[src/rtl/cdc_pkg.sv]
`default_nettype none
// ============================================================================
// Module      : cdc_pkg
// Description : Shared constants, types and elaboration helpers for the
//               clock-domain-crossing input conditioner.
// Ports       : none (package)
// Revision    : 1.0 - initial release
// ============================================================================
package cdc_pkg;

  // Two flops is the minimum depth that gives metastability time to resolve.
  localparam int SYNC_STAGES_MIN = 2;

  // Next-cycle edge decision of one channel.  The top uses it to build a
  // registered any_edge that lines up with the channels' own pulse flops.
  typedef struct packed {
    logic rise;
    logic fall;
  } edge_pair_t;

  // Width of a counter that must hold 0..filter_cycles.  Never below 1.
  function automatic int cnt_width(input int filter_cycles);
    return ($clog2(filter_cycles + 1) < 1) ? 1 : $clog2(filter_cycles + 1);
  endfunction

  // Legal parameter set for the conditioner.
  function automatic bit params_legal(input int num_ch,
                                      input int sync_stages,
                                      input int filter_cycles);
    return (num_ch >= 1) && (sync_stages >= SYNC_STAGES_MIN) &&
           (filter_cycles >= 1);
  endfunction

endpackage
`default_nettype wire

[src/rtl/sync_filter_edge_if.sv]
`default_nettype none
// ============================================================================
// Module      : sync_filter_edge_if
// Description : Signal bundle between asynchronous pins and the conditioner.
// Ports       : async_in   - raw asynchronous inputs, one bit per channel
//               sync_out   - synchronized, filtered level
//               rise_pulse - one-cycle pulse on a filtered 0->1 transition
//               fall_pulse - one-cycle pulse on a filtered 1->0 transition
//               any_edge   - OR of all pulses, coincident with them
//               master modport: drives async_in (pin side / testbench)
//               slave  modport: the conditioner itself
// Revision    : 1.0 - initial release
// ============================================================================
interface sync_filter_edge_if #(
  parameter int NUM_CH = 4
);
  logic [NUM_CH-1:0] async_in;
  logic [NUM_CH-1:0] sync_out;
  logic [NUM_CH-1:0] rise_pulse;
  logic [NUM_CH-1:0] fall_pulse;
  logic              any_edge;

  modport master (
    output async_in,
    input  sync_out,
    input  rise_pulse,
    input  fall_pulse,
    input  any_edge
  );

  modport slave (
    input  async_in,
    output sync_out,
    output rise_pulse,
    output fall_pulse,
    output any_edge
  );
endinterface
`default_nettype wire

[src/rtl/sync_filter_ch.sv]
`default_nettype none
// ============================================================================
// Module      : sync_filter_ch
// Description : One conditioner channel: N-flop synchronizer, stability
//               filter and registered rise/fall pulse generation.
// Ports       : clk        - system clock
//               reset_n    - asynchronous, active-low reset
//               async_in   - raw asynchronous input
//               sync_out   - filtered level (registered)
//               rise_pulse - registered pulse, first cycle of a new 1 level
//               fall_pulse - registered pulse, first cycle of a new 0 level
//               edge_next  - pulse values that load on the next edge
// Revision    : 1.0 - initial release
// ============================================================================
module sync_filter_ch
  import cdc_pkg::*;
#(
  parameter int   SYNC_STAGES   = 2,
  parameter int   FILTER_CYCLES = 4,
  parameter logic RESET_VAL     = 1'b0
) (
  input  logic       clk,
  input  logic       reset_n,
  input  logic       async_in,
  output logic       sync_out,
  output logic       rise_pulse,
  output logic       fall_pulse,
  output edge_pair_t edge_next
);

  localparam int                c_cnt_w    = cnt_width(FILTER_CYCLES);
  localparam logic [c_cnt_w-1:0] c_cnt_last = c_cnt_w'(FILTER_CYCLES - 1);
  localparam logic [c_cnt_w-1:0] c_cnt_one  = c_cnt_w'(1);

  (* ASYNC_REG = "TRUE" *) logic [SYNC_STAGES-1:0] r_sync;

  logic [c_cnt_w-1:0] r_cnt;
  logic               r_level;
  logic               r_rise;
  logic               r_fall;
  logic               w_s;
  logic               w_update;

  // Pure flop chain; nothing may sit between the stages.
  always_ff @(posedge clk or negedge reset_n) begin
    if (!reset_n) begin
      r_sync <= {SYNC_STAGES{RESET_VAL}};
    end else begin
      r_sync <= {r_sync[SYNC_STAGES-2:0], async_in};
    end
  end

  assign w_s = r_sync[SYNC_STAGES-1];

  // The counter holds the number of consecutive cycles the synchronized
  // value has already disagreed with the level; the current disagreeing
  // cycle completes the run when the count has reached FILTER_CYCLES-1.
  assign w_update = (w_s != r_level) && (r_cnt == c_cnt_last);

  always_ff @(posedge clk or negedge reset_n) begin
    if (!reset_n) begin
      r_cnt   <= '0;
      r_level <= RESET_VAL;
      r_rise  <= 1'b0;
      r_fall  <= 1'b0;
    end else begin
      r_rise <= w_update & w_s;
      r_fall <= w_update & ~w_s;
      if (w_s == r_level) begin
        r_cnt <= '0;
      end else if (r_cnt == c_cnt_last) begin
        r_level <= w_s;
        r_cnt   <= '0;
      end else begin
        r_cnt <= r_cnt + c_cnt_one;
      end
    end
  end

  assign sync_out       = r_level;
  assign rise_pulse     = r_rise;
  assign fall_pulse     = r_fall;
  assign edge_next.rise = w_update & w_s;
  assign edge_next.fall = w_update & ~w_s;

endmodule
`default_nettype wire

[src/rtl/sync_filter_edge.sv]
`default_nettype none
// ============================================================================
// Module      : sync_filter_edge
// Description : Multi-channel CDC input conditioner.  Each channel is a
//               synchronizer + debounce filter + edge detector; any_edge is
//               a registered OR of every channel's pulses.
// Ports       : clk     - system clock
//               reset_n - asynchronous, active-low reset
//               bus     - sync_filter_edge_if slave: async_in in; sync_out,
//                         rise_pulse, fall_pulse, any_edge out
// Revision    : 1.0 - initial release
// ============================================================================
module sync_filter_edge
  import cdc_pkg::*;
#(
  parameter int                NUM_CH        = 4,
  parameter int                SYNC_STAGES   = 2,
  parameter int                FILTER_CYCLES = 4,
  parameter logic [NUM_CH-1:0] RESET_VAL     = {NUM_CH{1'b0}}
) (
  input  logic             clk,
  input  logic             reset_n,
  sync_filter_edge_if.slave bus
);

  if (!params_legal(NUM_CH, SYNC_STAGES, FILTER_CYCLES)) begin : g_param_check
    $error("sync_filter_edge: illegal NUM_CH/SYNC_STAGES/FILTER_CYCLES");
  end

  edge_pair_t [NUM_CH-1:0] w_edge;
  logic       [NUM_CH-1:0] w_any_bits;
  logic       [NUM_CH-1:0] w_sync;
  logic       [NUM_CH-1:0] w_rise;
  logic       [NUM_CH-1:0] w_fall;
  logic                    r_any_edge;

  for (genvar i = 0; i < NUM_CH; i++) begin : g_ch
    sync_filter_ch #(
      .SYNC_STAGES  (SYNC_STAGES),
      .FILTER_CYCLES(FILTER_CYCLES),
      .RESET_VAL    (RESET_VAL[i])
    ) u_ch (
      .clk       (clk),
      .reset_n   (reset_n),
      .async_in  (bus.async_in[i]),
      .sync_out  (w_sync[i]),
      .rise_pulse(w_rise[i]),
      .fall_pulse(w_fall[i]),
      .edge_next (w_edge[i])
    );
    assign w_any_bits[i] = w_edge[i].rise | w_edge[i].fall;
  end

  // Built from next-cycle pulse values so it lands on the same edge as the
  // channel pulse flops instead of being a combinational OR of them.
  always_ff @(posedge clk or negedge reset_n) begin
    if (!reset_n) begin
      r_any_edge <= 1'b0;
    end else begin
      r_any_edge <= |w_any_bits;
    end
  end

  assign bus.sync_out   = w_sync;
  assign bus.rise_pulse = w_rise;
  assign bus.fall_pulse = w_fall;
  assign bus.any_edge   = r_any_edge;

endmodule
`default_nettype wire
[src/flat_wrapper.sv]
// flat-port wrapper written by rule: the top's interface ports become plain ports
module sync_filter_edge_flat import cdc_pkg::*;
#(
  parameter int                NUM_CH        = 4,
  parameter int                SYNC_STAGES   = 2,
  parameter int                FILTER_CYCLES = 4,
  parameter logic [NUM_CH-1:0] RESET_VAL     = {NUM_CH{1'b0}}
)
  (clk, reset_n, bus_async_in, bus_sync_out, bus_rise_pulse, bus_fall_pulse, bus_any_edge);
  sync_filter_edge_if #(.NUM_CH(NUM_CH)) bus_i ();
  input  logic clk;
  input  logic reset_n;
  input wire logic [$bits(bus_i.async_in)-1:0] bus_async_in;
  output wire logic [$bits(bus_i.sync_out)-1:0] bus_sync_out;
  output wire logic [$bits(bus_i.rise_pulse)-1:0] bus_rise_pulse;
  output wire logic [$bits(bus_i.fall_pulse)-1:0] bus_fall_pulse;
  output wire logic [$bits(bus_i.any_edge)-1:0] bus_any_edge;
  assign bus_i.async_in = bus_async_in;
  assign bus_sync_out = bus_i.sync_out;
  assign bus_rise_pulse = bus_i.rise_pulse;
  assign bus_fall_pulse = bus_i.fall_pulse;
  assign bus_any_edge = bus_i.any_edge;
  sync_filter_edge #(.NUM_CH(NUM_CH), .SYNC_STAGES(SYNC_STAGES), .FILTER_CYCLES(FILTER_CYCLES), .RESET_VAL(RESET_VAL)) u_core (.clk(clk), .reset_n(reset_n), .bus(bus_i));
endmodule
[config.mk]
export PLATFORM = sky130hd
export DESIGN_NAME = sync_filter_edge_flat
export DESIGN_NICKNAME = d
export VERILOG_FILES = /design/src/rtl/cdc_pkg.sv /design/src/rtl/sync_filter_edge_if.sv /design/src/rtl/sync_filter_ch.sv /design/src/rtl/sync_filter_edge.sv /design/src/flat_wrapper.sv
export SDC_FILE = /design/constraint.sdc
export NUM_CORES = 1
export LEC_CHECK = 0
export CORE_MARGIN = 4
export CORE_UTILIZATION = 50
export DETAILED_ROUTE_END_ITERATION = 8
export PLACE_DENSITY = 0.72
export RECOVER_POWER = 50
export SYNTH_ARGS = -nofsm -noshare
export SYNTH_HDL_FRONTEND = slang
export SYNTH_SLANG_ARGS = --single-unit
[constraint.sdc]
create_clock -name clk -period 1.88 [get_ports clk]
set_clock_uncertainty 0.2 [all_clocks]
set_input_delay 0.376 -clock clk [delete_from_list [all_inputs] [get_ports clk]]
set_output_delay 0.376 -clock clk [all_outputs]
set_load 0.01 [all_outputs]
* Word level (Yosys, flattened, before mapping)
Cells that the tools add are included.
** Storage, ports and cells
- Flip-flop bits (word level) :: 33
- Input port bits :: 6
- Output and inout bits :: 13
- Logic and storage cells :: 74
** Cells by class
- $add $sub $neg :: 4
- Equal/unequal tests :: 12
- Mux-type cells :: 8
- Bitwise operators :: 20
- Reduce and logical (&&, ||, !) cells :: 9
** Operator list (count)
- 3-bit 2-to-1 mux :: 8
- 3-bit by 1-bit adder with 3-bit output (second input constant) :: 4
- 3-bit by 2-bit equality test with 1-bit output (second input constant) :: 4
- 1-bit bitwise AND :: 8
- 1-bit NOT :: 8
- 2-bit AND reduction :: 4
- 1-bit equality test :: 4
- 1-bit logical AND :: 4
- 1-bit inequality test :: 4
- 1-bit OR :: 4
- 4-bit OR reduction :: 1

* Depth between registers and ports, before layout
Gate-level depths: netlist of run 1.
- Depth in word-level cells :: 5
- Mapped depth :: 4
- Depth with buffers taken out :: 4

* Modules after synthesis
From an unflattened synthesis of run 1, not the netlist that was laid out.
** Unflattened totals
- Cell total of the unflattened synthesis :: 72
- Area, all modules :: 1174.9 um^2
** Modules (own cells, without submodules)
- sync_filter_ch (u_core.g_ch[1].u_ch ...) :: instances 3, cells each 17, area an instance 282.8 um^2, seq. area each 200.2 um^2
- sync_filter_ch (u_core.g_ch[0].u_ch) :: instances 1, cells each 17, area an instance 285.3 um^2, seq. area each 200.2 um^2
- sync_filter_edge :: instances 1, cells each 4, area an instance 41.3 um^2, seq. area each 25.0 um^2

* Worst setup path after synthesis of run 1
Ideal clock, no wire load.
- Path type :: register -> register
- From :: reg u_core.g_ch[3].u_ch.r_cnt[0]
- To :: reg u_core.g_ch[3].u_ch.r_level
- Setup time :: 0.125 ns
- Arrival :: 1.056 ns
- Required time :: 1.555 ns
- Slack :: 0.500 ns
- Cell stages (with the launch flop) :: 4
- Buffers on the path :: 0
- Clock period less this slack :: 1.380 ns
- Cells stage by stage :: dfrtp_1 -> ha_1 -> nand2b_1 -> mux2_2
** On the way
- Longest elaborated chain between the ends :: 2
** RTL lines
- start, declared :: RTL line sync_filter_ch.sv:37 : logic [c_cnt_w-1:0] r_cnt;
- start signal, assigned :: RTL line sync_filter_ch.sv:75 : r_cnt <= r_cnt + c_cnt_one;
- 3-bit by 2-bit equality test with 1-bit output :: RTL line sync_filter_ch.sv:71 : end else if (r_cnt == c_cnt_last) begin
- 2-bit AND reduction (no line)
- end signal, assigned :: RTL line sync_filter_ch.sv:72 : r_level <= w_s;
- end, declared :: RTL line sync_filter_ch.sv:38 : logic r_level;
Every way passes these cells.
A chain may end at the register's enable or synchronous reset.

* Final worst setup path of run 1
- From :: reg u_core.g_ch[2].u_ch.r_level
- To :: out bus_sync_out[2]
** RTL lines
- start, declared :: RTL line sync_filter_ch.sv:38
- start signal, assigned :: RTL line sync_filter_ch.sv:72
- end, declared :: RTL line flat_wrapper.sv:14 : output wire logic [$bits(bus_i.sync_out)-1:0] bus_sync_out;
No word-level cell between the ends.

==> flow_metrics.tcl, run 1 <==
set metrics [dict create \
    status "complete, no violations" \
    grt_antenna_before_repair 0 \
    cts_root_buf "clkbuf_4" \
    final_cell_mix "dfrtp_1, clkdlybuf4s50_1, nor3b_1" \
    maxSlewViolCount 0 \
    syn_avg_cell_area_sq_um 14.8 \
    path_class "reg2out" \
    synthMuxAreaShare_pct 3.55 \
    arrival_ns 1.21 \
    yosys.area_share.simple_pct 15.3 \
    ir_worst_vdd_uv 862 \
    nets 113 \
    syn_to_final_growth_pct 18.9 \
    hold_viol 0 \
    slew_headroom_pct 49.1 \
    final_common_cell "dfrtp_1" \
    io_pins 19 \
    critPathBufInv 1 \
    drtIter0Drc 8 \
    dp_hpwl_mm 1.07 \
    worst_pin_slew_ns 0.764 \
    ys_ff_latch 33 \
    initial_utilization_pct 54.8 \
    grtUsageMet1_pct 13.6 \
    port_buffers 18 \
    yosysTopAreaCellShare_pct 65.0 \
    drt_wl_total_mm 1.54 \
    hp-class "reg2reg" \
    yosys_warnings 0 \
    p_leak_uw 0.000699 \
    fin_crit_sh_pct 95.2 \
    cts_tree "built" \
    first_pass_iters 4 \
    synth_compound_area_share_pct 1.38 \
    vias 647 \
    num_rows 17 \
    cap_violations 0 \
    synth_xor_area_share_pct 3.45 \
    critPathMaxStageDelay_ns 0.54 \
    path_clk_slew_ns 0.09 \
    cts_buffer_depth 2 \
    synthAdderAreaFrac_pct 3.94 \
    yosysSeqAreaShare_pct 65.0 \
    drc 0 \
    ys_types 21 \
    yosys.area.top_type "dfrtp_1" \
    fmax_mhz 558 \
    gp_congestion 0.689 \
    final_design_area_no_fill_sq_mm 0.00151 \
    core_sq_mm 0.00232 \
    use_met2_pct 14.8 \
    slowest_stage "clkdlybuf4s50_1" \
    ys_top_cells_by_area "dfrtp_1, buf_4, nor3b_1, ha_1, mux2_2" \
    dpl_cell_area_sq_mm 0.00140 \
    endpoint_kind "output pin" \
    cts_buffers 5 \
    dpl_worst_slack_ns 0.331 \
    grt_max_degree 34 \
    syn_area_sq_mm 0.00127 \
    finalPower_uw 2030 \
    final_antenna_net_count 0 \
    layout-drive-gt1-share_pct 19.2 \
    die_x_um 58.4 \
    clk_latency_ns 0.30 \
    top_usage_layer "met2" \
    antenna_cells 0 \
    min_period_ns 1.79 \
    htreeDepth 2 \
    critPathTopFamily "buffers and inverters" \
    grt_pass1_vias 618 \
    cts_sinks 33 \
    worstPathRequired_ns 1.30 \
    worst_setup_path_start_kind "flop" \
    die-area_sq_mm 0.00341 \
    setup_tns_ns 0 \
    rsz0062_at_grt "false" \
    grt-ovfl-total 0 \
    crit_path_cell_trace "clkdlybuf4s50_1" \
    grt_pass1_wl_mm 2.65 \
    gr-usage-all-layers_pct 10.3 \
    syn-instance-count 86 \
    synth_nets 96 \
    crit_path_max_fanout 3 \
    setup_viol 0 \
    p_per_area_mw_per_mm2 1340 \
    synth_top_family_by_area "simple AND/OR/NAND/NOR gates" \
    wl_per_cell_um 11.7 \
    vias_per_cell 4.90 \
    die_h_um 58.4 \
    setup_ws_ns 0.0894 \
    grt_use_met3_pct 3.95 \
]
[Yosys cell counts (all sizes together)]
| cell type | number |
|---|---|
| a32oi | 1 |
| dfrtp | 33 |
| inv | 1 |
| and3 | 1 |
| nand2 | 1 |
| xnor2 | 3 |
| nor2 | 1 |
| nand2b | 3 |
| nor2b | 3 |
| xor2 | 2 |
| and3b | 2 |
| ha | 4 |
| nor3 | 1 |
| o221ai | 1 |
| and2 | 1 |
| buf | 12 |
| mux2 | 4 |
| nor3b | 12 |
[metal layers]
| metal | vias to the layer above | part of all wire, % |
|---|---|---|
| li1 | 313 | - |
| met4 | 0 | 0.78 |
| met5 | - | 0 |
| met2 | 16 | 46 |
| met3 | 2 | 6.5 |
| met1 | 316 | 47 |
[logic make-up after synthesis]
logic type | Yosys count
mux | 4
fa+ha+maj | 4
xor+xnor | 5
compound gates | 2
buf+inv | 13
simple gates | 25
flops | 33
[flip-flops by register name (all words and copies together) (netlist names)]
register and count:
u_core.g_ch.u_ch.fall_pulse 4, u_core.bus.any_edge 1, u_core.g_ch.u_ch.rise_pulse 4, u_core.g_ch.u_ch.sync_out 4
u_core.g_ch.u_ch.r_sync 8, u_core.g_ch.u_ch.r_cnt 12
[power by group]
group          total (uW)  switching [uW]  internal, uW
Clock                 528             211           318
Sequential            923            72.2           851
Combinational         574             247           326
Total                2030             530          1490
[per-stage QoR]
step	instances	hold slack (ns)	util (%)
2_1_floorplan	86	-0.120	-
3_3_place_gp	121	0.134	60.5
3_5_place_dp	121	0.141	60.5
4_1_cts	131	0.163	64.8
5_1_grt	132	0.166	65.1
6_report	132	0.160	65.1
[final cells by class]
class / instances / area [sq um]
clock inverter: 1 / 30.0
clock buffer: 7 / 55.1
tap: 28 / 35.0
fill: 164 / 808
sequential: 33 / 826
inverter: 1 / 3.75
timing repair buffer: 22 / 210
multi-input combinational: 40 / 350
[repair_timing]
action	in CTS	in global routing
buffers inserted	2	1
hold buffers	0	0
cloned	0	0
resized for setup	0	1
setup endpoints to repair	2	2
[worst paths after layout]
| kind | endpoint | startpoint | slack (ns) | cells past startpoint |
|---|---|---|---|---|
| worst max-delay path | bus_sync_out[2] | u_core.g_ch[2].u_ch.sync_out | 0.09 | 1 |
| worst min-delay path | u_core.g_ch[2].u_ch.r_sync[1] | u_core.g_ch[2].u_ch.r_sync[0] | 0.16 | 0 |
| worst max register to register | u_core.g_ch[3].u_ch.sync_out | u_core.g_ch[3].u_ch.r_cnt[0] | 0.40 | 3 |
| worst min register to register | u_core.g_ch[2].u_ch.r_sync[1] | u_core.g_ch[2].u_ch.r_sync[0] | 0.16 | 0 |
| max in group asynchronous | u_core.g_ch[1].u_ch.sync_out | reset_n | 0.52 | 2 |
| min in group asynchronous | u_core.g_ch[0].u_ch.sync_out | reset_n | 0.46 | 2 |
Power figures use the tool's default switching activity.
==> run 2, diff against run 1 <==
- CAP_MARGIN: unset -> 20
- CORE_ASPECT_RATIO: unset -> 0.9
==> run 2 against run 1 <==
Effect of this change: utilization down 4.2 points; count of clock-buffer cells in the layout unchanged; critical path depth unchanged; register-to-register slack worse by 0.02 ns; clock power down 28%; via count up 2.6%; total power down 6.1%; flip-flop and latch count unchanged; sequential power up 1%; worst hold slack better by 0.0011 ns.
==> flow_metrics.tcl, run 2 (synthesized netlist as in run 1, its figures left out) <==
set metrics [dict create \
    hold-worst-slack_ns 0.162 \
    final_antenna_net_count 0 \
    final_cell_mix "dfrtp_1, nor3b_1, clkdlybuf4s50_1" \
    grt_pass1_wl_mm 3.02 \
    multi_input_area_sq_um 350 \
    worst_pin_slew_ns 0.778 \
    reg2reg_from "u_core.g_ch[3].u_ch.r_cnt[0]" \
    dpl.cell_count 121 \
    largest-register "u_core.g_ch.u_ch.r_cnt" \
    grt_pass1_vias 695 \
    htreeDepth 2 \
    largestRegisters "u_core.g_ch.u_ch.r_cnt: 12 flops, u_core.g_ch.u_ch.r_sync: 8 flops" \
    gp_congestion 0.646 \
    reg2reg_to "u_core.g_ch[3].u_ch.sync_out" \
    worstPathRequired_ns 1.30 \
    antenna_cells 0 \
    cp-startpoint "u_core.g_ch[0].u_ch.sync_out" \
    status "complete, no violations" \
    layout-drive-gt1-share_pct 19.2 \
    initial_utilization_pct 51.9 \
    worst_setup_path_start_kind "flop" \
    endpoint_kind "output pin" \
    fmax_mhz 567 \
    crit_path_cell_trace "clkdlybuf4s50_1" \
    drc 0 \
    grt_antenna_before_repair 0 \
    cts_buffer_depth 2 \
    cts_root_buf "clkbuf_4" \
    port_buffers 18 \
    cap_violations 0 \
    dp_hpwl_mm 1.17 \
    cts_sinks 33 \
    io_pins 19 \
    p_leak_uw 0.000700 \
    p_per_area_mw_per_mm2 1280 \
    slew_headroom_pct 48.1 \
    crit_path_max_fanout 2 \
    first_pass_iters 4 \
    drt_wl_total_mm 1.73 \
    path_clk_slew_ns 0.08 \
    cts_tree "built" \
    nets 114 \
    r2r_slack_ns 0.38 \
    setup_tns_ns 0 \
    min_period_ns 1.77 \
    gr-usage-all-layers_pct 12.2 \
    r2r_cells 3 \
    clk_latency_ns 0.31 \
    die_x_um 61.1 \
    maxSlewViolCount 0 \
    core_sq_mm 0.00245 \
    rsz0062_at_grt "false" \
    wl_per_cell_um 13.1 \
    vias 664 \
    critPathBufInv 1 \
    slowest_stage "clkdlybuf4s50_1" \
    fin_cells 132 \
    ir_worst_vdd_uv 697 \
    setup_viol 0 \
    critPathMaxStageDelay_ns 0.53 \
    fill_cells 189 \
    num_rows 17 \
    hold_viol 0 \
    syn_to_final_growth_pct 17.3 \
    cp.depth 1 \
    grt-ovfl-total 0 \
    cts_buffers 5 \
    critPathTopFamily "buffers and inverters" \
    arrival_ns 1.19 \
    critPathCapture "bus_sync_out[0]" \
    final_common_cell "dfrtp_1" \
    drtIter0Drc 4 \
    hp-class "reg2reg" \
    grt_max_degree 34 \
    vias_per_cell 5.03 \
    die_h_um 55.8 \
    seq_area_sq_um 826 \
    largest_reg_flops 12 \
    die-area_sq_mm 0.00341 \
    cts_hold_buf 0 \
    fin_crit_sh_pct 93.9 \
    path_class "reg2out" \
]
[run 2: changes by cell type in the layout (fill, tap and decap cells not counted), sizes merged]
| cell | change |
|---|---|
| buf | +1 |
| bufinv | -1 |
| clkdlybuf4s50 | -1 |
| dlymetal6s2s | +1 |
[run 2: stage by stage]
stage,utilization (%),setup WS (ns),power (uW),cell area [sq um]
after floorplan,-,0.500,1330,1270
after CTS,60.2,0.00125,1900,1470
after global placement,57.3,0.342,1450,1400
after global routing,60.9,0.0367,2030,1490
after detailed placement,57.3,0.327,1480,1400
final,60.9,0.115,1900,1490
[run 2: where the power goes]
| group | internal (uW) | switching, uW |
|---|---|---|
| sequential | 851 | 81.6 |
| clock | 176 | 205 |
| combinational | 336 | 252 |
| total | 1360 | 539 |
[run 2: worst min-delay path by stage]
| stage | start | slack (ns) | cells past startpoint | endpoint |
|---|---|---|---|---|
| 6_report | u_core.g_ch[0].u_ch.r_sync[0] | 0.16 | 0 | u_core.g_ch[0].u_ch.r_sync[1] |
| 3_5_place_dp | u_core.g_ch[1].u_ch.r_sync[0] | 0.14 | 0 | u_core.g_ch[1].u_ch.r_sync[1] |
| 3_3_place_gp | u_core.g_ch[1].u_ch.r_sync[0] | 0.13 | 0 | u_core.g_ch[1].u_ch.r_sync[1] |
| 2_1_floorplan | reset_n | -0.12 | 0 | u_core.bus.any_edge |
| 4_1_cts | u_core.g_ch[1].u_ch.r_sync[0] | 0.16 | 0 | u_core.g_ch[1].u_ch.r_sync[1] |
| 5_1_grt | u_core.g_ch[0].u_ch.r_sync[0] | 0.17 | 0 | u_core.g_ch[0].u_ch.r_sync[1] |
[run 2: layout make-up]
class                   count  share of cell area, %
inverters                   1                  0.252
clock buffers               7                   3.69
repair buffers             23                   14.8
multi-input cells          40                   23.5
flip-flops and latches     33                   55.4
well taps                  28                   2.35
[run 2: repair_timing]
action	4_1_cts	5_1_grt
resized for setup	0	2
endpoints found under the setup margin	2	2
setup buffers	2	2
gates cloned	0	0
[run 2: layer usage]
layer  vias up  part of all wire (%)  GRT usage [%]
met5         -                     0              0
met4         0                  0.98           6.50
met3         2                   5.2           4.87
met2        16                    51           18.3
met1       331                    43           14.7
li1        315                     -              -
==> run 3, diff against run 2 <==
- CAP_MARGIN: 20 -> 5
- CORE_ASPECT_RATIO: 0.9 -> unset
==> results of run 3 <==
No change in the layout: final DEF, timing and power equal those of run 1.
